===== src/rtl/regs_sb_if.sv =====
// rtl/regs_sb_if.sv - decode/writeback bundle for the regs_sb register file
// Master is the pipeline side (decoder and writeback), slave is the register file.
interface regs_sb_if #(
  parameter int ADDR_WIDTH = 2,
  parameter int DATA_WIDTH = 8
);
  logic                  w;
  logic [ADDR_WIDTH-1:0] waddr;
  logic [DATA_WIDTH-1:0] wdata;
  logic [ADDR_WIDTH-1:0] raddr1;
  logic [ADDR_WIDTH-1:0] raddr2;
  logic [DATA_WIDTH-1:0] data1_q;
  logic [DATA_WIDTH-1:0] data2_q;
  logic                  claim;
  logic [ADDR_WIDTH-1:0] claim_addr;
  logic                  busy1;
  logic                  busy2;
  logic                  claim_err;
  logic [ADDR_WIDTH:0]   pend_cnt;

  modport master (
    output w, waddr, wdata, raddr1, raddr2, claim, claim_addr,
    input  data1_q, data2_q, busy1, busy2, claim_err, pend_cnt
  );

  modport slave (
    input  w, waddr, wdata, raddr1, raddr2, claim, claim_addr,
    output data1_q, data2_q, busy1, busy2, claim_err, pend_cnt
  );
endinterface


===== src/rtl/regs_sb.sv =====
// rtl/regs_sb.sv - register file with two async read ports, one write port and pending scoreboard
// Optional hardwired-zero r0 and write-to-read bypass; scoreboard lets decode stall on owed results.
module regs_sb #(
  parameter int ADDR_WIDTH = 2,
  parameter int DATA_WIDTH = 8,
  parameter bit ZERO_REG   = 1'b0,
  parameter bit BYPASS     = 1'b1
) (
  input logic      clk,
  input logic      reset,
  regs_sb_if.slave bus
);
  localparam int DEPTH = 1 << ADDR_WIDTH;

  logic [DATA_WIDTH-1:0] gpr [DEPTH];
  logic [DEPTH-1:0]      pending;
  logic [DEPTH-1:0]      pending_next;
  logic [ADDR_WIDTH:0]   pend_cnt_r;
  logic [ADDR_WIDTH:0]   pend_cnt_next;
  logic                  claim_err_r;
  logic                  claim_err_next;
  logic                  wr_en;
  logic                  claim_en;

  // Writes and claims aimed at a hardwired r0 are dropped before they touch any state.
  always_comb begin
    wr_en    = bus.w && !(ZERO_REG && (bus.waddr == '0));
    claim_en = bus.claim && !(ZERO_REG && (bus.claim_addr == '0));
  end

  // Claim is applied after the write clear so a same-cycle new producer keeps the register pending.
  always_comb begin
    pending_next = pending;
    if (wr_en) begin
      pending_next[bus.waddr] = 1'b0;
    end
    if (claim_en) begin
      pending_next[bus.claim_addr] = 1'b1;
    end
  end

  always_comb begin
    claim_err_next = claim_en && pending[bus.claim_addr]
                     && !(wr_en && (bus.waddr == bus.claim_addr));
  end

  always_comb begin
    pend_cnt_next = '0;
    for (int i = 0; i < DEPTH; i++) begin
      pend_cnt_next = pend_cnt_next + {{ADDR_WIDTH{1'b0}}, pending_next[i]};
    end
  end

  always_ff @(posedge clk or negedge reset) begin
    if (!reset) begin
      for (int i = 0; i < DEPTH; i++) begin
        gpr[i] <= '0;
      end
    end else if (wr_en) begin
      gpr[bus.waddr] <= bus.wdata;
    end
  end

  always_ff @(posedge clk or negedge reset) begin
    if (!reset) begin
      pending     <= '0;
      pend_cnt_r  <= '0;
      claim_err_r <= 1'b0;
    end else begin
      pending     <= pending_next;
      pend_cnt_r  <= pend_cnt_next;
      claim_err_r <= claim_err_next;
    end
  end

  // Read port 1: zero register, then same-cycle forward, then array.
  always_comb begin
    bus.data1_q = gpr[bus.raddr1];
    bus.busy1   = pending[bus.raddr1];
    if (BYPASS && wr_en && (bus.waddr == bus.raddr1)) begin
      bus.data1_q = bus.wdata;
      if (!(claim_en && (bus.claim_addr == bus.raddr1))) begin
        bus.busy1 = 1'b0;
      end
    end
    if (ZERO_REG && (bus.raddr1 == '0)) begin
      bus.data1_q = '0;
      bus.busy1   = 1'b0;
    end
  end

  always_comb begin
    bus.data2_q = gpr[bus.raddr2];
    bus.busy2   = pending[bus.raddr2];
    if (BYPASS && wr_en && (bus.waddr == bus.raddr2)) begin
      bus.data2_q = bus.wdata;
      if (!(claim_en && (bus.claim_addr == bus.raddr2))) begin
        bus.busy2 = 1'b0;
      end
    end
    if (ZERO_REG && (bus.raddr2 == '0)) begin
      bus.data2_q = '0;
      bus.busy2   = 1'b0;
    end
  end

  assign bus.claim_err = claim_err_r;
  assign bus.pend_cnt  = pend_cnt_r;
endmodule


===== src/flat_wrapper.sv =====
// flat-port wrapper written by rule: the top's interface ports become plain ports
module regs_sb_flat 
#(
  parameter int ADDR_WIDTH = 2,
  parameter int DATA_WIDTH = 8,
  parameter bit ZERO_REG   = 1'b0,
  parameter bit BYPASS     = 1'b1
)
  (clk, reset, bus_w, bus_waddr, bus_wdata, bus_raddr1, bus_raddr2, bus_claim, bus_claim_addr, bus_data1_q, bus_data2_q, bus_busy1, bus_busy2, bus_claim_err, bus_pend_cnt);
  regs_sb_if #(.ADDR_WIDTH(ADDR_WIDTH), .DATA_WIDTH(DATA_WIDTH)) bus_i ();
  input logic clk;
  input logic reset;
  input wire logic [$bits(bus_i.w)-1:0] bus_w;
  input wire logic [$bits(bus_i.waddr)-1:0] bus_waddr;
  input wire logic [$bits(bus_i.wdata)-1:0] bus_wdata;
  input wire logic [$bits(bus_i.raddr1)-1:0] bus_raddr1;
  input wire logic [$bits(bus_i.raddr2)-1:0] bus_raddr2;
  input wire logic [$bits(bus_i.claim)-1:0] bus_claim;
  input wire logic [$bits(bus_i.claim_addr)-1:0] bus_claim_addr;
  output wire logic [$bits(bus_i.data1_q)-1:0] bus_data1_q;
  output wire logic [$bits(bus_i.data2_q)-1:0] bus_data2_q;
  output wire logic [$bits(bus_i.busy1)-1:0] bus_busy1;
  output wire logic [$bits(bus_i.busy2)-1:0] bus_busy2;
  output wire logic [$bits(bus_i.claim_err)-1:0] bus_claim_err;
  output wire logic [$bits(bus_i.pend_cnt)-1:0] bus_pend_cnt;
  assign bus_i.w = bus_w;
  assign bus_i.waddr = bus_waddr;
  assign bus_i.wdata = bus_wdata;
  assign bus_i.raddr1 = bus_raddr1;
  assign bus_i.raddr2 = bus_raddr2;
  assign bus_i.claim = bus_claim;
  assign bus_i.claim_addr = bus_claim_addr;
  assign bus_data1_q = bus_i.data1_q;
  assign bus_data2_q = bus_i.data2_q;
  assign bus_busy1 = bus_i.busy1;
  assign bus_busy2 = bus_i.busy2;
  assign bus_claim_err = bus_i.claim_err;
  assign bus_pend_cnt = bus_i.pend_cnt;
  regs_sb #(.ADDR_WIDTH(ADDR_WIDTH), .DATA_WIDTH(DATA_WIDTH), .ZERO_REG(ZERO_REG), .BYPASS(BYPASS)) u_core (.clk(clk), .reset(reset), .bus(bus_i));
endmodule

===== config.mk =====
export PLATFORM = sky130hd
export DESIGN_NAME = regs_sb_flat
export DESIGN_NICKNAME = d
export VERILOG_FILES = /design/src/rtl/regs_sb_if.sv /design/src/rtl/regs_sb.sv /design/src/flat_wrapper.sv
export SDC_FILE = /design/constraint.sdc
export NUM_CORES = 1
export LEC_CHECK = 0
export CAP_MARGIN = 20
export CORE_UTILIZATION = 52
export CTS_CLUSTER_DIAMETER = 60
export DETAILED_ROUTE_END_ITERATION = 16
export GPL_TIMING_DRIVEN = 0
export PLACE_DENSITY = 0.79
export SYNTH_ARGS = -nofsm -noshare
export SYNTH_HDL_FRONTEND = slang
export SYNTH_SLANG_ARGS = --single-unit

===== constraint.sdc =====
create_clock -name clk -period 2.3 [get_ports clk]
set_clock_uncertainty 0.1 [all_clocks]
set_input_delay 0.46 -clock clk [delete_from_list [all_inputs] [get_ports clk]]
set_output_delay 0.46 -clock clk [all_outputs]
set_load 0.02 [all_outputs]

Word-level counts from Yosys, hierarchy flattened

Index checks and enable logic that the tools add are counted.

Logic and storage cells: 69
Register bits: 40
Bits of input ports: 20

Add/sub/neg operators: 3
Equality and inequality tests: 5
Order comparisons: 10
Multiplexer cells: 27
Reductions and logical operators: 11
Bitwise gates (word level): 6

Operator list:

| cell                                                                                 | count |
|---|---|
| 8-bit two-way mux                                                                    | 7 |
| 8-bit binary-select mux with 2-bit select                                            | 2 |
| 32-bit bitwise mux                                                                   | 1 |
| 8-bit demux with 2-bit select                                                        | 1 |
| 2-bit by 3-bit less-than comparator with 1-bit output (second input constant)        | 4 |
| 2-bit equality test                                                                  | 5 |
| 1-bit logical AND                                                                    | 10 |
| 3-bit greater-or-equal comparator (second input constant)                            | 3 |
| 1-bit two-way mux                                                                    | 9 |
| 2-bit inverter with 3-bit output                                                     | 3 |
| 4-bit two-way mux                                                                    | 2 |
| 3-bit by 1-bit adder with 3-bit output                                               | 2 |
| 1-bit binary-select mux with 2-bit select                                            | 3 |
| 4-bit AND                                                                            | 1 |
| 1-bit demux with 2-bit select                                                        | 2 |
| 2-bit by 1-bit greater-or-equal comparator with 1-bit output (second input constant) | 2 |
| 4-bit inverter                                                                       | 1 |
| 4-bit OR                                                                             | 1 |
| 3-bit by 1-bit less-than comparator with 1-bit output (second input constant)        | 1 |
| 1-bit by 1-bit adder with 2-bit output                                               | 1 |
| 1-bit zero test                                                                      | 1 |

Longest topological paths before layout

Depth in word-level cells: 12
Depth in mapped cells: 7
Depth with buffers taken out: 6

Worst setup path after synthesis

OpenSTA, ideal clock, no wires.

Path kind: input -> register
Start point: in bus_waddr[1]
End point: reg u_core.pend_cnt_r[1], in the netlist u_core.bus.pend_cnt[1]
Setup time: 0.126 ns
Arrival time: 2.100 ns
Stages: 7
Data required time: 2.074 ns
Setup slack: -0.026 ns
Cells stage by stage: buf_2 nand3b_1 nand2_1 o31ai_1 ha_1 fa_1 ha_1

Cells in the longest elaborated chain, start to end: 12

Ends and longest elaborated chain:

| what                                                                                                                                                               | line               | RTL |
|---|---|---|
| start: declaration                                                                                                                                                 | flat_wrapper.sv:14 | `input wire logic [$bits(bus_i.waddr)-1:0] bus_waddr;` |
| 2-bit by 3-bit less-than comparator with 1-bit output (implied by the code) / 2-bit by 1-bit greater-or-equal comparator with 1-bit output (equally long branches) | regs_sb.sv:35      | `pending_next[bus.waddr] = 1'b0;` |
| 1-bit logical AND (implied by the code)                                                                                                                            | regs_sb.sv:35      |  |
| 1-bit two-way mux (implied by the code)                                                                                                                            | regs_sb.sv:35      |  |
| 1-bit demux with 2-bit select *                                                                                                                                    | n/a                |  |
| 4-bit inverter (no source line) *                                                                                                                                  | n/a                |  |
| 4-bit AND (no source line) *                                                                                                                                       | n/a                |  |
| 4-bit two-way mux *                                                                                                                                                | regs_sb.sv:34      | `if (wr_en) begin` |
| 4-bit OR (no source line)                                                                                                                                          | n/a                |  |
| 4-bit two-way mux *                                                                                                                                                | regs_sb.sv:37      | `if (claim_en) begin` |
| net u_core.pending_next[1]                                                                                                                                         | regs_sb.sv:17      | `logic [DEPTH-1:0] pending_next;` |
| 1-bit by 1-bit adder with 2-bit output *                                                                                                                           | regs_sb.sv:50      | `pend_cnt_next = pend_cnt_next + {{ADDR_WIDTH{1'b0}}, pending_next[i]};` |
| 3-bit by 1-bit adder with 3-bit output * (2 in series)                                                                                                             | regs_sb.sv:50      |  |
| net u_core.pend_cnt_next[1]                                                                                                                                        | regs_sb.sv:19      | `logic [ADDR_WIDTH:0] pend_cnt_next;` |
| end signal: assignment                                                                                                                                             | regs_sb.sv:71      | `pend_cnt_r <= pend_cnt_next;` |
| end: declaration                                                                                                                                                   | regs_sb.sv:18      | `logic [ADDR_WIDTH:0] pend_cnt_r;` |

The timed path passes the listed nets; every way through them passes the cells marked *.
A chain may end at the register's enable or synchronous reset.

Worst setup path in the final report

Start point: in bus_raddr2[0]
End point: out bus_data2_q[0]

Cells in the longest elaborated chain, start to end: 5

Ends and longest elaborated chain:

| what                                                   | line               | RTL |
|---|---|---|
| start: declaration                                     | flat_wrapper.sv:17 | `input wire logic [$bits(bus_i.raddr2)-1:0] bus_raddr2;` |
| 2-bit inverter with 3-bit output (implied by the code) | regs_sb.sv:93      | `bus.data2_q = gpr[bus.raddr2];` |
| 8-bit binary-select mux with 2-bit select              | regs_sb.sv:93      |  |
| 8-bit two-way mux (implied by the code) (2 in series)  | regs_sb.sv:93      |  |
| 8-bit two-way mux *                                    | regs_sb.sv:95      | `if (BYPASS && wr_en && (bus.waddr == bus.raddr2)) begin` |
| end: declaration                                       | flat_wrapper.sv:21 | `output wire logic [$bits(bus_i.data2_q)-1:0] bus_data2_q;` |

Every way passes the cells marked *; elsewhere a longest branch is shown, timed or not. The select of a mux whose other input is x is not followed.

==> load_flow_metrics.sql <==
INSERT INTO impl_metrics (metric_group, metric, value, unit) VALUES
('status', 'outcome', 'complete, no violations', ''),
('synth', 'seq_area_frac_synth', '43.0', '%'),
('floorplan', 'coreArea', '0.00414', 'mm^2'),
('detailed_routing', 'antenna_violating_nets_remaining', '0', ''),
('timing', 'grt_setup_unrepaired', 'yes', ''),
('synth', 'cell_taking_the_most_area_after_synthesis', 'sky130_fd_sc_hd__dfrtp_1', ''),
('synth', 'synthesized_area_per_cell', '15.6', 'um^2'),
('synth', 'synth_area_leaders', 'sky130_fd_sc_hd__dfrtp_1 (43%), sky130_fd_sc_hd__mux2_2 (22%), sky130_fd_sc_hd__mux4_2 (15%)', ''),
('detailed_routing', 'drt-pass1-iter-count', '4', ''),
('pwr', 'vdd.ir_drop.worst', '0.458', 'mV'),
('detailed_routing', 'vias', '1571', ''),
('critical_path', 'critical_path.max_fanout', '5', ''),
('placement', 'post-dp-hpwl', '3420', 'um'),
('final_layout', 'post-route-cell-area', '0.00300', 'mm^2'),
('clock_tree', 'cts_hold_repair.buffers', '0', ''),
('floorplan', 'initial_utilization', '56.2', '%'),
('critical_path', 'cpMostUsedCell', 'sky130_fd_sc_hd__buf_2', ''),
('critical_path', 'worst-r2r-cell-count', '5', ''),
('global_routing', 'grt_util_met2', '46.7', '%'),
('clock_tree', 'number_of_cts_inserted_buffers', '5', ''),
('critical_path', 'startpoint_type', 'input pin', ''),
('synth', 'syn-instance-count', '149', ''),
('placement', 'placedInstanceArea', '0.00275', 'mm^2'),
('run', 'max_cap_violations', '0', ''),
('global_routing', 'globalRouteTotalUtil', '27.0', '%'),
('pwr', 'share_clk_of_total_power', '20.9', '%'),
('floorplan', 'ios', '42', ''),
('detailed_routing', 'drc_errors', '0', ''),
('clock_tree', 'cts_max_path_buffers', '2', ''),
('floorplan', 'floorplan.die.height', '68.9', 'um'),
('pwr', 'cell_internal_pwr', '1.55', 'mW'),
('timing', 'slew_headroom', '42.1', '%'),
('synth', 'post_synth_num_cell_types', '24', ''),
('clock_tree', 'htree_levels', '2', ''),
('global_routing', 'busiest_layer', 'met2', ''),
('timing', 'fmax', '0.442', 'GHz'),
('detailed_routing', 'drt_first_iter_violations', '93', ''),
('critical_path', 'worstSetupEndpointType', 'output pin', ''),
('detailed_routing', 'postRouteWirelength', '5530', 'um'),
('global_routing', 'grt_util_met1', '33.7', '%'),
('placement', 'placement.io_buffers', '36', ''),
('synth', 'synthesized_flop_and_latch_total', '40', ''),
('pwr', 'pwr-share-comb', '37.1', '%'),
('critical_path', 'setup.worst_path.start', 'bus_raddr2[0]', ''),
('floorplan', 'full_die_area', '0.00475', 'mm^2'),
('global_routing', 'globalRoute.totalOverflow', '0', ''),
('clock_tree', 'tritoncts_num_sinks', '40', ''),
('critical_path', 'reg2reg_from', 'u_core.pending[0]', ''),
('timing', 'final-setup-viol-count', '0', ''),
('detailed_routing', 'wire_per_inst', '21.3', 'um'),
('clock_tree', 'clkLatencyLatePin', '290', 'ps'),
('clock_tree', 'clock_tree.root_cell', 'sky130_fd_sc_hd__clkbuf_8', ''),
('critical_path', 'r2r-end', 'u_core.bus.pend_cnt[1]', ''),
('global_routing', 'first_global_vias', '1675', ''),
('critical_path', 'crit_path_cell_trace', 'buf_2, buf_8, mux4_2, mux2_2, buf_2', ''),
('final_layout', 'finish.net_count', '232', ''),
('floorplan', 'num_rows', '23', ''),
('critical_path', 'timing.critical_path.slowest_cell_delay', '510', 'ps'),
('final_layout', 'antenna_cells_inserted', '0', ''),
('critical_path', 'path_class', 'input pin to output pin', ''),
('clock_tree', 'clkSlewWorstSetupHoldPaths', '70', 'ps'),
('pwr', 'total_power_divided_by_cell_area', '746', 'mW/mm^2'),
('pwr', 'p_leak', '1.30', 'nW'),
('worst_hold_path', 'holdCritPathClass', 'input pin to asynchronous set/reset pin', ''),
('placement', 'pre_cts_slack', '-860', 'ps'),
('pwr', 'sequentialPowerShare', '42.0', '%'),
('pwr', 'power.share.switching', '30.9', '%'),
('floorplan', 'die_width', '68.9', 'um'),
('synth', 'ys.warnings.count', '0', ''),
('critical_path', 'cpMaxStageDelayCell', 'sky130_fd_sc_hd__mux4_2', ''),
('timing', 'worst_pin_slew', '869', 'ps');
-- synth_stat cells --
cell type	instances
sky130_fd_sc_hd__ha_1	2
sky130_fd_sc_hd__nand3b_1	2
sky130_fd_sc_hd__inv_1	3
sky130_fd_sc_hd__mux2_4	2
sky130_fd_sc_hd__mux2_2	46
sky130_fd_sc_hd__nand3_2	2
sky130_fd_sc_hd__dfrtp_1	40
sky130_fd_sc_hd__buf_6	2
sky130_fd_sc_hd__nor3_1	2
sky130_fd_sc_hd__xnor2_1	6
sky130_fd_sc_hd__a32o_1	2
sky130_fd_sc_hd__nand3_1	2
sky130_fd_sc_hd__fa_1	1
sky130_fd_sc_hd__and3_1	1
sky130_fd_sc_hd__nand2_1	1
sky130_fd_sc_hd__o32ai_1	1
sky130_fd_sc_hd__xor2_1	4
sky130_fd_sc_hd__buf_2	6
sky130_fd_sc_hd__clkbuf_1	1
sky130_fd_sc_hd__mux4_2	15
sky130_fd_sc_hd__nor3b_4	1
sky130_fd_sc_hd__mux4_1	4
sky130_fd_sc_hd__o21a_1	2
sky130_fd_sc_hd__o31ai_1	1
-- critical path: cells and delay by family --
kind	cells	cell delay (ps)
buffers and inverters	3	450
muxes	2	790
-- cells in the final DEF, fill, tap and decap left out, types with 2 or more instances in the layout --
cell / count
sky130_fd_sc_hd__nand3_1: 2
sky130_fd_sc_hd__buf_2: 23
sky130_fd_sc_hd__mux2_4: 2
sky130_fd_sc_hd__nand3b_1: 2
sky130_fd_sc_hd__buf_6: 4
sky130_fd_sc_hd__mux4_2: 15
sky130_fd_sc_hd__xor2_1: 4
sky130_fd_sc_hd__xnor2_1: 2
sky130_fd_sc_hd__o21a_1: 2
sky130_fd_sc_hd__inv_1: 2
sky130_fd_sc_hd__buf_8: 2
sky130_fd_sc_hd__nor3_1: 2
sky130_fd_sc_hd__buf_4: 16
sky130_fd_sc_hd__dfrtp_1: 40
sky130_fd_sc_hd__mux4_1: 4
sky130_fd_sc_hd__clkbuf_8: 6
sky130_fd_sc_hd__xnor2_2: 4
sky130_fd_sc_hd__ha_1: 2
sky130_fd_sc_hd__clkdlybuf4s50_1: 12
sky130_fd_sc_hd__nand3_4: 2
sky130_fd_sc_hd__clkbuf_1: 3
sky130_fd_sc_hd__mux2_2: 46
sky130_fd_sc_hd__a32o_1: 2
-- per-stage QoR --
stage	hold slack, ps	TNS [ps]	power, mW	utilization, %	cells
floorplan	64.4	0	1.46	-	149
global placement	394	-25460	1.75	66.5	235
detailed placement	416	-15540	1.80	66.4	235
CTS	220	-24.7	2.24	72.0	259
global route	253	-8.67	2.36	72.3	260
finish	183	0	2.24	72.3	260
-- power groups by stage --
stage	sequential, mW	combinational (mW)	clock, mW
final	0.940	0.829	0.467
after global routing	0.956	0.889	0.517
after CTS	0.935	0.826	0.480
after detailed placement	0.950	0.846	0
after global placement	0.929	0.820	0
after floorplan	0.946	0.510	0
-- registers in the layout, summed over array words and instances (netlist names) --
name	cells
u_core.gpr	32
u_core.bus.claim_err	1
u_core.bus.pend_cnt	3
u_core.pending	4
-- metal layers --
metal	routed length, um	vias up
met5	0	-
met4	119	0
met3	260	13
met2	2870	51
met1	2280	815
li1	-	692
-- worst max path at each step --
stage / end / depth (start not counted)
floorplan: u_core.bus.pend_cnt[1] / 6
global placement: bus_data1_q[1] / 6
detailed placement: bus_data1_q[2] / 6
CTS: bus_data1_q[4] / 5
global route: u_core.bus.pend_cnt[1] / 5
finish: bus_data2_q[0] / 5
-- timing repair --
action	in CTS	in global routing
cloned	3	0
resized for setup	103	11
endpoints found under the setup margin	19	11
buffers inserted	13	1
pin swaps	2	4
-- final cells by class --
type                    instances  area [um^2]
clock buffers                   8         90.1
plain buffers                   9         76.3
multi-input cells              97         1330
repair buffers                 53          429
well taps                      50         62.6
inverters                       3         11.3
fillers                       281         1150
flip-flops and latches         40         1000
-- kinds of logic (layout without fill, tap and decap cells) --
family	Yosys count	count (layout)	share of synthesized area (%)
AOI/OAI and AO/OA	6	6	2.20
xor gates and xnor gates	10	10	3.76
adders and majority gates	3	3	1.94
buffers and inverters	12	73	2.90
DFF	40	40	43.0
muxes	67	67	42.6
and+or+nand+nor	11	11	3.60
No activity file was read; power rests on OpenSTA's default activity.
==> RTL change 1, RTL diff (same flow settings) <==
`ADDR_WIDTH` is set to 2 in 3 places; all go to 3.
--- a/src/rtl/regs_sb_if.sv
+++ b/src/rtl/regs_sb_if.sv
@@ -1,7 +1,7 @@
 // rtl/regs_sb_if.sv - decode/writeback bundle for the regs_sb register file
 // Master is the pipeline side (decoder and writeback), slave is the register file.
 interface regs_sb_if #(
-  parameter int ADDR_WIDTH = 2,
+  parameter int ADDR_WIDTH = 3,
   parameter int DATA_WIDTH = 8
 );
   logic                  w;
--- a/src/rtl/regs_sb.sv
+++ b/src/rtl/regs_sb.sv
@@ -1,7 +1,7 @@
 // rtl/regs_sb.sv - register file with two async read ports, one write port and pending scoreboard
 // Optional hardwired-zero r0 and write-to-read bypass; scoreboard lets decode stall on owed results.
 module regs_sb #(
-  parameter int ADDR_WIDTH = 2,
+  parameter int ADDR_WIDTH = 3,
   parameter int DATA_WIDTH = 8,
   parameter bit ZERO_REG   = 1'b0,
   parameter bit BYPASS     = 1'b1
--- a/src/flat_wrapper.sv
+++ b/src/flat_wrapper.sv
@@ -1,7 +1,7 @@
 // flat-port wrapper written by rule: the top's interface ports become plain ports
 module regs_sb_flat 
 #(
-  parameter int ADDR_WIDTH = 2,
+  parameter int ADDR_WIDTH = 3,
   parameter int DATA_WIDTH = 8,
   parameter bit ZERO_REG   = 1'b0,
   parameter bit BYPASS     = 1'b1
Interface: changed (5 resized); port bits go from 42 to 47. The function was not compared with the original's and may differ.
==> RTL change 1 against the original RTL <==
The flow now finishes with violations (design-rule violations, negative setup slack); worst setup slack got worse by 830 ps; utilization shrank 4.8 points; power up 130%; maximum frequency fell by 27%; routed wire length grew 130%; synthesized area up 110%; first-iteration DRC count up 82%; final area rose by 98%; worst hold slack better by 140 ps; sequential cell count rose by 37; critical endpoint is now u_core.bus.pend_cnt[1]; highest routed layer unchanged.
==> RTL change 1: results (changes against the original RTL) <==
| Metric | Value |
|---|---|
| Area after DPL | `5299 sq um (was 2753 sq um)` |
| PortBufs | `31 (was 36)` |
| Slew at the pin closest to its max-slew limit | `963.3 ps (was 868.7 ps)` |
| Post-synthesis cell type count | `34 (was 24)` |
| Post-Place Worst Slack | `-2160 ps (was -859.7 ps)` |
| Fin Setup TNS | `-5089 ps (was 0 ps)` |
| Reg2reg start | `u_core.pending[1] (was u_core.pending[0])` |
| CTS Buf Count | `9 (was 5)` |
| Status | `complete, but fails checks (was finished, final reports clean)` |
| Final setup fails | `20 (was 0)` |
| Post-CTS Setup Inserts | `31 (was 13)` |
| Vias/cell | `6.420 (was 6.042)` |
| Internal power | `3.589 mW (was 1.546 mW)` |
| Failing checks | `design-rule violations, negative setup slack` |
| First-pass GRT wire length | `19310 um (was 8659 um)` |
| Max VDD drop | `0.0005197 V (was 0.0004584 V)` |
| Worst Reg-to-Reg Cells | `11 (was 5)` |
| Overall routing resource usage | `0.2712 (was 0.2703)` |
| Final worst slack | `-796.2 ps (was 37.21 ps)` |
| P_leak | `2.589 nW (was 1.299 nW)` |
| Wire length on met2 | `6152 um (was 2874 um)` |
| DRT iter0 DRCs | `169 (was 93)` |
| Drt drc | `3 (was 0)` |
| Drt pass-1 iters | `11 (was 4)` |
| Synth Area per Inst | `15.03 sq um (was 15.62 sq um)` |
| Cts hold-fix bufs | `1 (was 0)` |
| Worst Setup EP | `u_core.bus.pend_cnt[1] (was bus_data2_q[0])` |
| Grt met1 use | `0.3644 (was 0.3370)` |
| P_sw | `1.586 mW (was 0.6904 mW)` |
==> RTL change 1: cell count changes after synthesis, sizes merged, moves of 4 or more <==
cell / delta
nand2b: +4
clkbuf: +5
nand2: +6
dfrtp: +37
buf: +12
nand4: +4
xor2: -4
mux4: +18
inv: +7
nor2b: +4
xnor2: +10
mux2: +48
==> RTL change 1: cell type report <==
type	instances	area (sq um)
Multi-Input combinational cell	206	2749
Tap cell	108	135.1
Buffer	24	200.2
Inverter	10	37.54
Fill cell	627	2861
Timing Repair Buffer	73	670.6
Clock inverter	6	86.33
Sequential cell	77	1928
Clock buffer	10	137.6
==> RTL change 1: cells by family after synthesis <==
group / Yosys count / share of synthesized area
muxes: 135 / 0.4317
DFF: 77 / 0.4020
buffers and inverters: 36 / 0.03915
and+or+nand+nor: 32 / 0.04620
AOI/OAI and AO/OA: 16 / 0.02715
xor gates and xnor gates: 16 / 0.02923
adders and majority gates: 7 / 0.02454
==> RTL change 2, RTL diff (config.mk and constraints unchanged) <==
Without the edit above. Take the reset off `pending` and load it in a clocked block of its own.
--- a/src/rtl/regs_sb.sv
+++ b/src/rtl/regs_sb.sv
@@ -63,14 +63,16 @@
 
   always_ff @(posedge clk or negedge reset) begin
     if (!reset) begin
-      pending     <= '0;
       pend_cnt_r  <= '0;
       claim_err_r <= 1'b0;
     end else begin
-      pending     <= pending_next;
       pend_cnt_r  <= pend_cnt_next;
       claim_err_r <= claim_err_next;
     end
+  end
+
+  always_ff @(posedge clk) begin
+    pending <= pending_next;
   end
 
   // Read port 1: zero register, then same-cycle forward, then array.
Behaviour: not the same (Yosys sat finds a counterexample within 4 cycles, from zero or initial values and one cycle with reset low).
==> RTL change 2 against the original RTL <==
Global-route usage rose by 0.70 points; via count increased by 1.7%; first-iteration DRC count decreased by 5.4%; utilization grew 0.23 points; final area down 0.38%; worst setup slack lost 12 ps; power grew 3.9%; routed wire length increased by 4.0%; die area fell by 0.84%; synthesized area fell by 0.86%; sequential cell count is the same; critical path depth unchanged; largest cell class unchanged; largest power group unchanged.
==> RTL change 2: results (changes against the original RTL) <==
| Metric | Value |
|---|---|
| CLK BUF | `6 (was 8)` |
| Clock buffers and inverters, area share | `0.03603 (was 0.03005)` |
| Worst reg-to-reg setup slack | `550 ps (was 480 ps)` |
| Hold_ws | `162.7 ps (was 182.8 ps)` |
| Sw Share | `0.3049 (was 0.3087)` |
| First-pass GRT wire length | `8783 um (was 8659 um)` |
| Final Wtd Congestion | `0.8266 (was 0.8332)` |
| CP max stage cell | `nand3b_1 (was mux4_2)` |
| Vias/cell | `6.170 (was 6.042)` |
| Vias in the first global route | `1694 (was 1675)` |
| Final net count | `231 (was 232)` |
| Largest cells by area after synthesis | `dfrtp_1, mux2_2, mux4_2 (unchanged)` |
| Adder-Cell Fraction of Synth Area | `0.01952 (was 0.01935)` |
| Wire length on met2 | `2990 um (was 2874 um)` |
| Met1 wire length | `2345 um (was 2275 um)` |
| CP peak stage delay | `540 ps (was 510 ps)` |
| Reg area | `980.9 sq um (was 1001 sq um)` |
| Synth Area in XOR/XNOR | `0.03796 (was 0.03763)` |
| Status | `finished, final reports clean (unchanged)` |
| Grt met1 use | `0.3578 (was 0.3370)` |
| Arrival time worst endpoint | `2340 ps (was 1700 ps)` |
| Post-synthesis mux area share | `0.4295 (was 0.4258)` |
| Post-synthesis cell type count | `25 (was 24)` |
| Max VDD drop | `0.0004255 V (was 0.0004584 V)` |
| WL/cell | `22.20 um (was 21.27 um)` |
| Buffers excl. clock | `61 (was 62)` |
| Reg2reg start | `u_core.pending[0] (unchanged)` |
| Slew headroom | `0.4488 (was 0.4209)` |
==> RTL change 2: changes by cell type in the layout (fill, tap and decap cells not counted), sizes merged, moves of 2 or more <==
cell	unedited run	this run
buf	47	45
clkbuf	9	7
dfrtp	40	36
dfxtp	0	4
==> RTL change 2: timing repair <==
item                                    in CTS  in global routing
pin swaps                                    4                  1
endpoints found under the hold margin        0                  0
endpoints found under the setup margin      19                  8
buffers inserted                            12                  0
cloned                                       4                  0
gates resized for setup                    105                  3
==> RTL change 2: power by group through the flow <==
stage	combinational [mW]	sequential (mW)	clock [mW]
after floorplan	0.507	0.946	0
after global placement	0.818	0.927	0
after detailed placement	0.842	0.946	0
after CTS	0.828	0.932	0.573
after global routing	0.873	0.953	0.605
final	0.821	0.936	0.568
==> RTL change 2: cell families after synthesis <==
family                     Yosys count
AOI/OAI and AO/OA                    6
xor gates and xnor gates            10
adders and majority gates            3
buffers and inverters               12
DFF                                 40
muxes                               67
and+or+nand+nor                     11
